<file path="src/rtl/tdm_demux_pkg.sv">
// rtl/tdm_demux_pkg.sv - shared state encodings and default geometry for the TDM link
//
// Contents:
//   tdm_state_t   receiver FSM state (TDM_HUNT, TDM_RECV)
//   TDM_CHANNELS  default slots per frame, shared with the transmitter
//   TDM_WIDTH     default bits per slot, shared with the transmitter

package tdm_demux_pkg;

   typedef enum logic {
      TDM_HUNT = 1'b0,
      TDM_RECV = 1'b1
   } tdm_state_t;

   localparam int TDM_CHANNELS = 4;
   localparam int TDM_WIDTH    = 8;

endpackage

</file>
<file path="src/rtl/tdm_demux_ch_decoder.sv">
// rtl/tdm_demux_ch_decoder.sv - one-hot slot decoder producing per-channel shift enables
//
// Ports:
//   din_valid  serial bit qualifier
//   accept     the current bit is to be stored (not discarded)
//   sel        slot the current bit belongs to
//   shift_en   one-hot shift enable per channel, all zero unless din_valid and accept

module tdm_demux_ch_decoder #(
   parameter int CHANNELS = 4
) (
   input  logic                        din_valid,
   input  logic                        accept,
   input  logic [$clog2(CHANNELS)-1:0] sel,
   output logic [CHANNELS-1:0]         shift_en
);

   localparam int CW = $clog2(CHANNELS);

   always_comb begin
      shift_en = '0;
      for (int c = 0; c < CHANNELS; c++) begin
         shift_en[c] = din_valid && accept && (sel == CW'(c));
      end
   end

endmodule

</file>
<file path="src/rtl/tdm_demux.sv">
// rtl/tdm_demux.sv - serial TDM receiver: recovers CHANNELS words per sync-framed frame
//
// Ports:
//   clk, rst_n  clock and asynchronous active-low reset
//   din         serial data bit, sampled when din_valid=1
//   din_valid   input qualifier
//   frame       marks the first bit of a frame
//   data_out    last complete frame, channel c in bits [c*WIDTH +: WIDTH]
//   out_valid   one-cycle pulse when data_out updates
//   ch_sel      slot the next accepted bit belongs to
//   sync_err    one-cycle pulse on a framing error

module tdm_demux
   import tdm_demux_pkg::*;
#(
   parameter int CHANNELS = TDM_CHANNELS,
   parameter int WIDTH    = TDM_WIDTH
) (
   input  logic                        clk,
   input  logic                        rst_n,
   input  logic                        din,
   input  logic                        din_valid,
   input  logic                        frame,
   output logic [CHANNELS*WIDTH-1:0]   data_out,
   output logic                        out_valid,
   output logic [$clog2(CHANNELS)-1:0] ch_sel,
   output logic                        sync_err
);

   localparam int CW = $clog2(CHANNELS);
   localparam int BW = (WIDTH > 1) ? $clog2(WIDTH) : 1;
   localparam logic [BW-1:0] BIT_LAST = BW'(WIDTH - 1);
   localparam logic [CW-1:0] CH_LAST  = CW'(CHANNELS - 1);

   tdm_state_t state, state_nxt;

   logic [BW-1:0]                     bit_cnt, bit_cnt_nxt;
   logic [CW-1:0]                     ch_cnt, ch_cnt_nxt;
   logic [CHANNELS-1:0][WIDTH-1:0]    sr, sr_nxt;
   logic [CHANNELS-1:0]               shift_en;

   logic          at_start;
   logic          at_last;
   logic          start_bit;
   logic          take_bit;
   logic          err_nxt;
   logic          load_out;
   logic [CW-1:0] slot;
   logic [BW-1:0] cur_bit;
   logic [CW-1:0] cur_ch;

   assign ch_sel = ch_cnt;

   // In RECV, counters at zero only happen right after a completed frame
   // (a started frame always leaves them advanced), so this marks a frame boundary.
   assign at_start = (bit_cnt == '0) && (ch_cnt == '0);
   assign at_last  = (bit_cnt == BIT_LAST) && (ch_cnt == CH_LAST);

   // State register
   always_ff @(posedge clk or negedge rst_n) begin
      if (!rst_n) begin
         state <= TDM_HUNT;
      end else begin
         state <= state_nxt;
      end
   end

   // Next-state logic
   always_comb begin
      state_nxt = state;
      if (din_valid) begin
         case (state)
            TDM_HUNT: if (frame) state_nxt = TDM_RECV;
            TDM_RECV: if (!frame && at_start) state_nxt = TDM_HUNT;
            default:  state_nxt = TDM_HUNT;
         endcase
      end
   end

   // Output / datapath control
   always_comb begin
      start_bit = 1'b0;
      take_bit  = 1'b0;
      err_nxt   = 1'b0;
      if (din_valid) begin
         case (state)
            TDM_HUNT: begin
               start_bit = frame;
            end
            TDM_RECV: begin
               if (frame) begin
                  // frame bit either opens the expected next frame or resyncs mid-frame
                  start_bit = 1'b1;
                  err_nxt   = !at_start;
               end else if (at_start) begin
                  err_nxt = 1'b1;
               end else begin
                  take_bit = 1'b1;
               end
            end
            default: ;
         endcase
      end
   end

   assign load_out = take_bit && at_last;
   assign slot     = start_bit ? '0 : ch_cnt;

   tdm_demux_ch_decoder #(
      .CHANNELS (CHANNELS)
   ) u_ch_decoder (
      .din_valid (din_valid),
      .accept    (start_bit || take_bit),
      .sel       (slot),
      .shift_en  (shift_en)
   );

   // Counter advance; a start bit counts from position zero so resync
   // and a normal frame start share the same path.
   always_comb begin
      cur_bit     = start_bit ? '0 : bit_cnt;
      cur_ch      = start_bit ? '0 : ch_cnt;
      bit_cnt_nxt = bit_cnt;
      ch_cnt_nxt  = ch_cnt;
      if (start_bit || take_bit) begin
         if (cur_bit == BIT_LAST) begin
            bit_cnt_nxt = '0;
            ch_cnt_nxt  = (cur_ch == CH_LAST) ? '0 : cur_ch + 1'b1;
         end else begin
            bit_cnt_nxt = cur_bit + 1'b1;
            ch_cnt_nxt  = cur_ch;
         end
      end
   end

   always_comb begin
      sr_nxt = sr;
      for (int c = 0; c < CHANNELS; c++) begin
         if (shift_en[c]) sr_nxt[c] = WIDTH'({sr[c], din});
      end
   end

   // Datapath registers; data_out takes the shift registers including the final bit
   always_ff @(posedge clk or negedge rst_n) begin
      if (!rst_n) begin
         bit_cnt   <= '0;
         ch_cnt    <= '0;
         sr        <= '0;
         data_out  <= '0;
         out_valid <= 1'b0;
         sync_err  <= 1'b0;
      end else begin
         bit_cnt   <= bit_cnt_nxt;
         ch_cnt    <= ch_cnt_nxt;
         sr        <= sr_nxt;
         out_valid <= load_out;
         sync_err  <= err_nxt;
         if (load_out) data_out <= sr_nxt;
      end
   end

endmodule

</file>
<file path="config.mk">
export PLATFORM = sky130hd
export DESIGN_NAME = tdm_demux
export DESIGN_NICKNAME = d
export VERILOG_FILES = /design/src/rtl/tdm_demux_pkg.sv /design/src/rtl/tdm_demux_ch_decoder.sv /design/src/rtl/tdm_demux.sv
export SDC_FILE = /design/constraint.sdc
export NUM_CORES = 1
export LEC_CHECK = 0
export ABC_AREA = 1
export CORE_ASPECT_RATIO = 0.5
export CORE_MARGIN = 5
export CORE_UTILIZATION = 49
export CTS_CLUSTER_SIZE = 28
export DETAILED_ROUTE_END_ITERATION = 7
export PLACE_DENSITY = 0.75
export SLEW_MARGIN = 0
export SYNTH_ARGS = -nofsm -noshare
export SYNTH_HDL_FRONTEND = slang
export SYNTH_SLANG_ARGS = --single-unit
</file>
<file path="constraint.sdc">
create_clock -name clk -period 1.8 [get_ports clk]
set_clock_uncertainty 0.05 [all_clocks]
set_input_delay 0.54 -clock clk [delete_from_list [all_inputs] [get_ports clk]]
set_output_delay 0.54 -clock clk [all_outputs]
set_load 0.03 [all_outputs]
</file>
[Word-level counts from Yosys, hierarchy flattened]
Cells that the tools add are included.
Word-level totals
  register bits: 72
  bits of input ports: 5
  output and inout bits: 36
  logic and storage cells: 56
Operators by class
  $add $sub $neg: 2
  eq/ne operators: 6
  multiplexer cells: 22
  bitwise operators: 1
  reductions and logical operators: 15
Operators with widths (count)
  2-to-1 mux 8 bit: 4
  2-to-1 mux 1 bit: 11
  logical AND 1 bit: 9
  == test 2 bit (second input constant): 3
  == test 3 bit (second input constant): 2
  2-to-1 mux 2 bit: 3
  2-to-1 mux 3 bit: 2
  zero test 2 bit: 2
  case mux 1 bit (2 select lines): 2
  adder 3 x 1 -> 3 bit (second input constant): 1
  zero test 3 bit: 1
  adder 2 x 1 -> 2 bit (second input constant): 1
  == test 2 x 1 -> 1 bit (second input constant): 1
  zero test 1 bit: 2
  logical OR 1 bit: 1
  inverter 1 bit: 1

[Logic depth before layout (Yosys ltp)]
  depth after elaboration: 10
  mapped depth: 9
  mapped depth without buffers: 9

[Cells and area by module]
Synthesis repeated with hierarchy kept, for this count alone.
Unflattened totals
  cells, all modules: 340
  area total of the unflattened synthesis: 3061.7 um^2
By module, submodules not included
  tdm_demux: instances 1, cells each 329, area each 3020.4 um^2
  tdm_demux_ch_decoder: instances 1, cells each 11, area each 41.3 um^2

[Worst setup path after synthesis]
OpenSTA, ideal clock, no wires.
  path type: register to register
  from: reg ch_cnt[1], in the netlist ch_sel[1]
  to: reg sr[0] in the netlist's numbering
  data arrival time: 1.645 ns
  required time: 1.631 ns
  path slack: -0.014 ns
  cell stages (with the launch flop): 9
  path buffers: 0
  period minus slack after synthesis: 1.814 ns
  cells stage by stage: dfrtp_1 -> nor3_1 -> nand3_1 -> ha_1 -> nand3_1 -> nand2_2 -> nand2_1 -> nand2_1 -> and2_1
RTL lines
  from (decl): line tdm_demux.sv:38  | logic [CW-1:0] ch_cnt, ch_cnt_nxt;
  from (signal assigned): line tdm_demux.sv:154  | ch_cnt <= ch_cnt_nxt;
  to (signal assigned): line tdm_demux.sv:155  | sr <= sr_nxt;
  to (decl): line tdm_demux.sv:39  | logic [CHANNELS-1:0][WIDTH-1:0] sr, sr_nxt;

[Final worst setup path]
  from: reg ch_cnt[1], in the netlist ch_sel[1]
  to: out ch_sel[1]
RTL lines
  to (decl): line tdm_demux.sv:26  | output logic [$clog2(CHANNELS)-1:0] ch_sel,
No word-level cell between the ends.

==> results_dict.tcl <==
set metrics [dict create \
    holdBufCountCts 0 \
    crit_path_end_kind "output pin" \
    ys_types 19 \
    placementRows 20 \
    grtUsageTotal_pct 18.1 \
    dpl-instance-area_sq_um 3780 \
    layout_commonest_cell "nand2_1" \
    post-dp-hpwl_mm 4.26 \
    vias_per_cell 4.99 \
    antenna_cells 0 \
    final_cell_mix "nand2_1 (105), dfrtp_1 (71), nand3_1 (61)" \
    die_w_microns 125 \
    worst_ep_arrival_time_ns 1.18 \
    clk_path_buf_depth 2 \
    seq_area_sq_um 1800 \
    fin_hold_ws_ns 0.146 \
    period_minus_slack_ns 1.77 \
    n_fill_cell 467 \
    max_stage_delay_ns 0.40 \
    syn_to_final_growth_pct 31.6 \
    yosysWarnings 0 \
    die_y_microns 67.3 \
    avgSynthCellArea_sq_um 8.79 \
    ant_nets 0 \
    synth_seq_cells 72 \
    dp.cells 499 \
    place_ws_ns -0.578 \
    clock_sinks 72 \
    wire_per_inst_microns 13.9 \
    num_io_pins 41 \
    critPathKind "flip-flop to output pin" \
    status "finished, final reports clean" \
    synth_nets 379 \
    antenna_found_initial 0 \
    via_count 2621 \
    fin_tns_setup_ns 0 \
    routed_wl_mm 7.30 \
    die_area_sq_um 8380 \
    power_density_nw_per_um2 1270 \
    cp.required_ns 1.21 \
    multi_input_area_sq_um 1290 \
    nNetsFinal 445 \
    clk_pin_slew_ns 0.06 \
    grt_max_degree 73 \
    min_path_type "input port to asynchronous set/reset pin" \
    cp-start-kind "flip-flop" \
    tightest_slew_ns 0.388 \
    setup_ws_ns 0.0326 \
    rsz0062_at_grt "true" \
    irDropWorstVdd_mv 0.599 \
    design_area_sq_um 4230 \
    drc 0 \
    globalRouteOverflowTotal 0 \
    yosysSeqAreaShare_pct 56.0 \
    final-hold-violation-count 0 \
    drt-initial-drc-count 182 \
    crit_path_top_delay_cell "dfrtp_2" \
    htree_num_levels 3 \
    drv_slew 0 \
    drv_cap 0 \
    leakage_nw 2.31 \
    cts_made_buffers 9 \
    slew_headroom_pct 74.1 \
    clk_latency_ns 0.33 \
    cp_cell_sequence "buf_4 > clkdlybuf4s15_2" \
    gp_congestion 0.788 \
    cp_max_fo 5 \
    period_share_pct 98.2 \
    synthCells 366 \
    synth_area_sq_um 3220 \
    grt_pass1_wl_mm 12.2 \
    post_layout_nonfiller_instances 525 \
    initial_utilization_pct 51.8 \
    clock.fmax_ghz 0.566 \
    core_area_sq_um 6210 \
    grt_pass1_vias 2695 \
    root_buffer "clkbuf_16" \
    setup_viol 0 \
    drive_gt1_share_pct 15.1 \
    io_buffers 40 \
    dr.pass1.iters 4 \
    cts_tree "yes" \
]
-- layout make-up --
cell class | instances | area share (%)
Timing Repair Buffer | 67 | 13.5
Clock inverter | 3 | 0.443
Sequential cell | 72 | 42.6
Inverter | 45 | 4.34
Clock buffer | 13 | 5.67
Multi-Input combinational cell | 236 | 30.6
Timing Repair inverter | 1 | 0.266
Tap cell | 88 | 2.60
-- metrics by stage --
step	util, %	power (mW)
2_1_floorplan	-	3.13
3_3_place_gp	60.9	3.67
3_5_place_dp	60.9	3.72
4_1_cts	66.4	5.25
5_1_grt	68.2	5.67
6_report	68.2	5.37
-- layer usage --
layer,track usage (%),wire length [microns],vias up
li1,-,-,1266
met1,20.8,3100,1254
met2,31.5,3560,82
met3,6.95,483,19
met4,7.24,154,0
met5,0,0,-
-- power by group --
group / total (mW) / internal, mW / switching, mW / leakage [nW]
clock: 1.57 / 0.931 / 0.637 / 0.128
sequential: 2.13 / 1.98 / 0.149 / 0.842
combinational: 1.67 / 0.624 / 1.05 / 1.34
total: 5.37 / 3.53 / 1.83 / 2.31
-- worst max-delay path: cells and delay by family (launching register included) --
| family | cells | cell delay (ns) |
|---|---|---|
| DFF | 1 | 0.40 |
| buffers and inverters | 2 | 0.44 |
-- sequential cells by signal (all words and copies together), names as in the netlist --
name / cells
sr: 32
ch_sel: 2
out_valid: 1
sync_err: 1
data_out: 32
bit_cnt: 3
state: 1
-- final timing paths --
path	from	endpoint	slack, ns	cells past startpoint
setup / recovery	ch_sel[1]	ch_sel[1]	0.03	2
hold / removal	rst_n	state	0.15	2
setup reg to reg	bit_cnt[2]	data_out[7]	0.04	9
hold reg to reg	data_out[15]	data_out[15]	0.42	2
max in group asynchronous	rst_n	ch_sel[1]	1.20	2
min in group clk	data_out[15]	data_out[15]	0.42	2
-- synth_stat cells --
master | count | share of area (%)
nor2_4 | 1 | 0.35
xor2_1 | 1 | 0.27
nand2_2 | 1 | 0.19
nand3b_1 | 1 | 0.23
nor3_1 | 1 | 0.16
nor2_1 | 7 | 0.82
and3_1 | 1 | 0.19
nand2_1 | 111 | 13
a31oi_1 | 1 | 0.19
o21ai_0 | 3 | 0.47
inv_2 | 1 | 0.12
buf_4 | 7 | 1.6
and2_1 | 32 | 6.2
dfrtp_1 | 72 | 56
buf_6 | 3 | 1.1
ha_1 | 8 | 3.1
nand3_1 | 67 | 10
inv_1 | 44 | 5.1
clkbuf_1 | 4 | 0.47
-- timing repair --
action | CTS | global route
endpoints found under the hold margin | 0 | 0
gates resized for setup | 61 | 22
pin swaps | 5 | 7
cloned | 0 | 2
buffers inserted | 8 | 3
endpoints found under the setup margin | 105 | 70
-- logic make-up after synthesis --
logic type | after synthesis | synth area share, %
flip-flops | 72 | 56.0
adder cells (fa/ha/maj) | 8 | 3.11
AND/OR/NAND/NOR | 222 | 31.5
XOR/XNOR | 1 | 0.272
buffers and inverters | 59 | 8.40
AO/OA/AOI/OAI | 4 | 0.661
No activity file was read; power rests on OpenSTA's default activity.
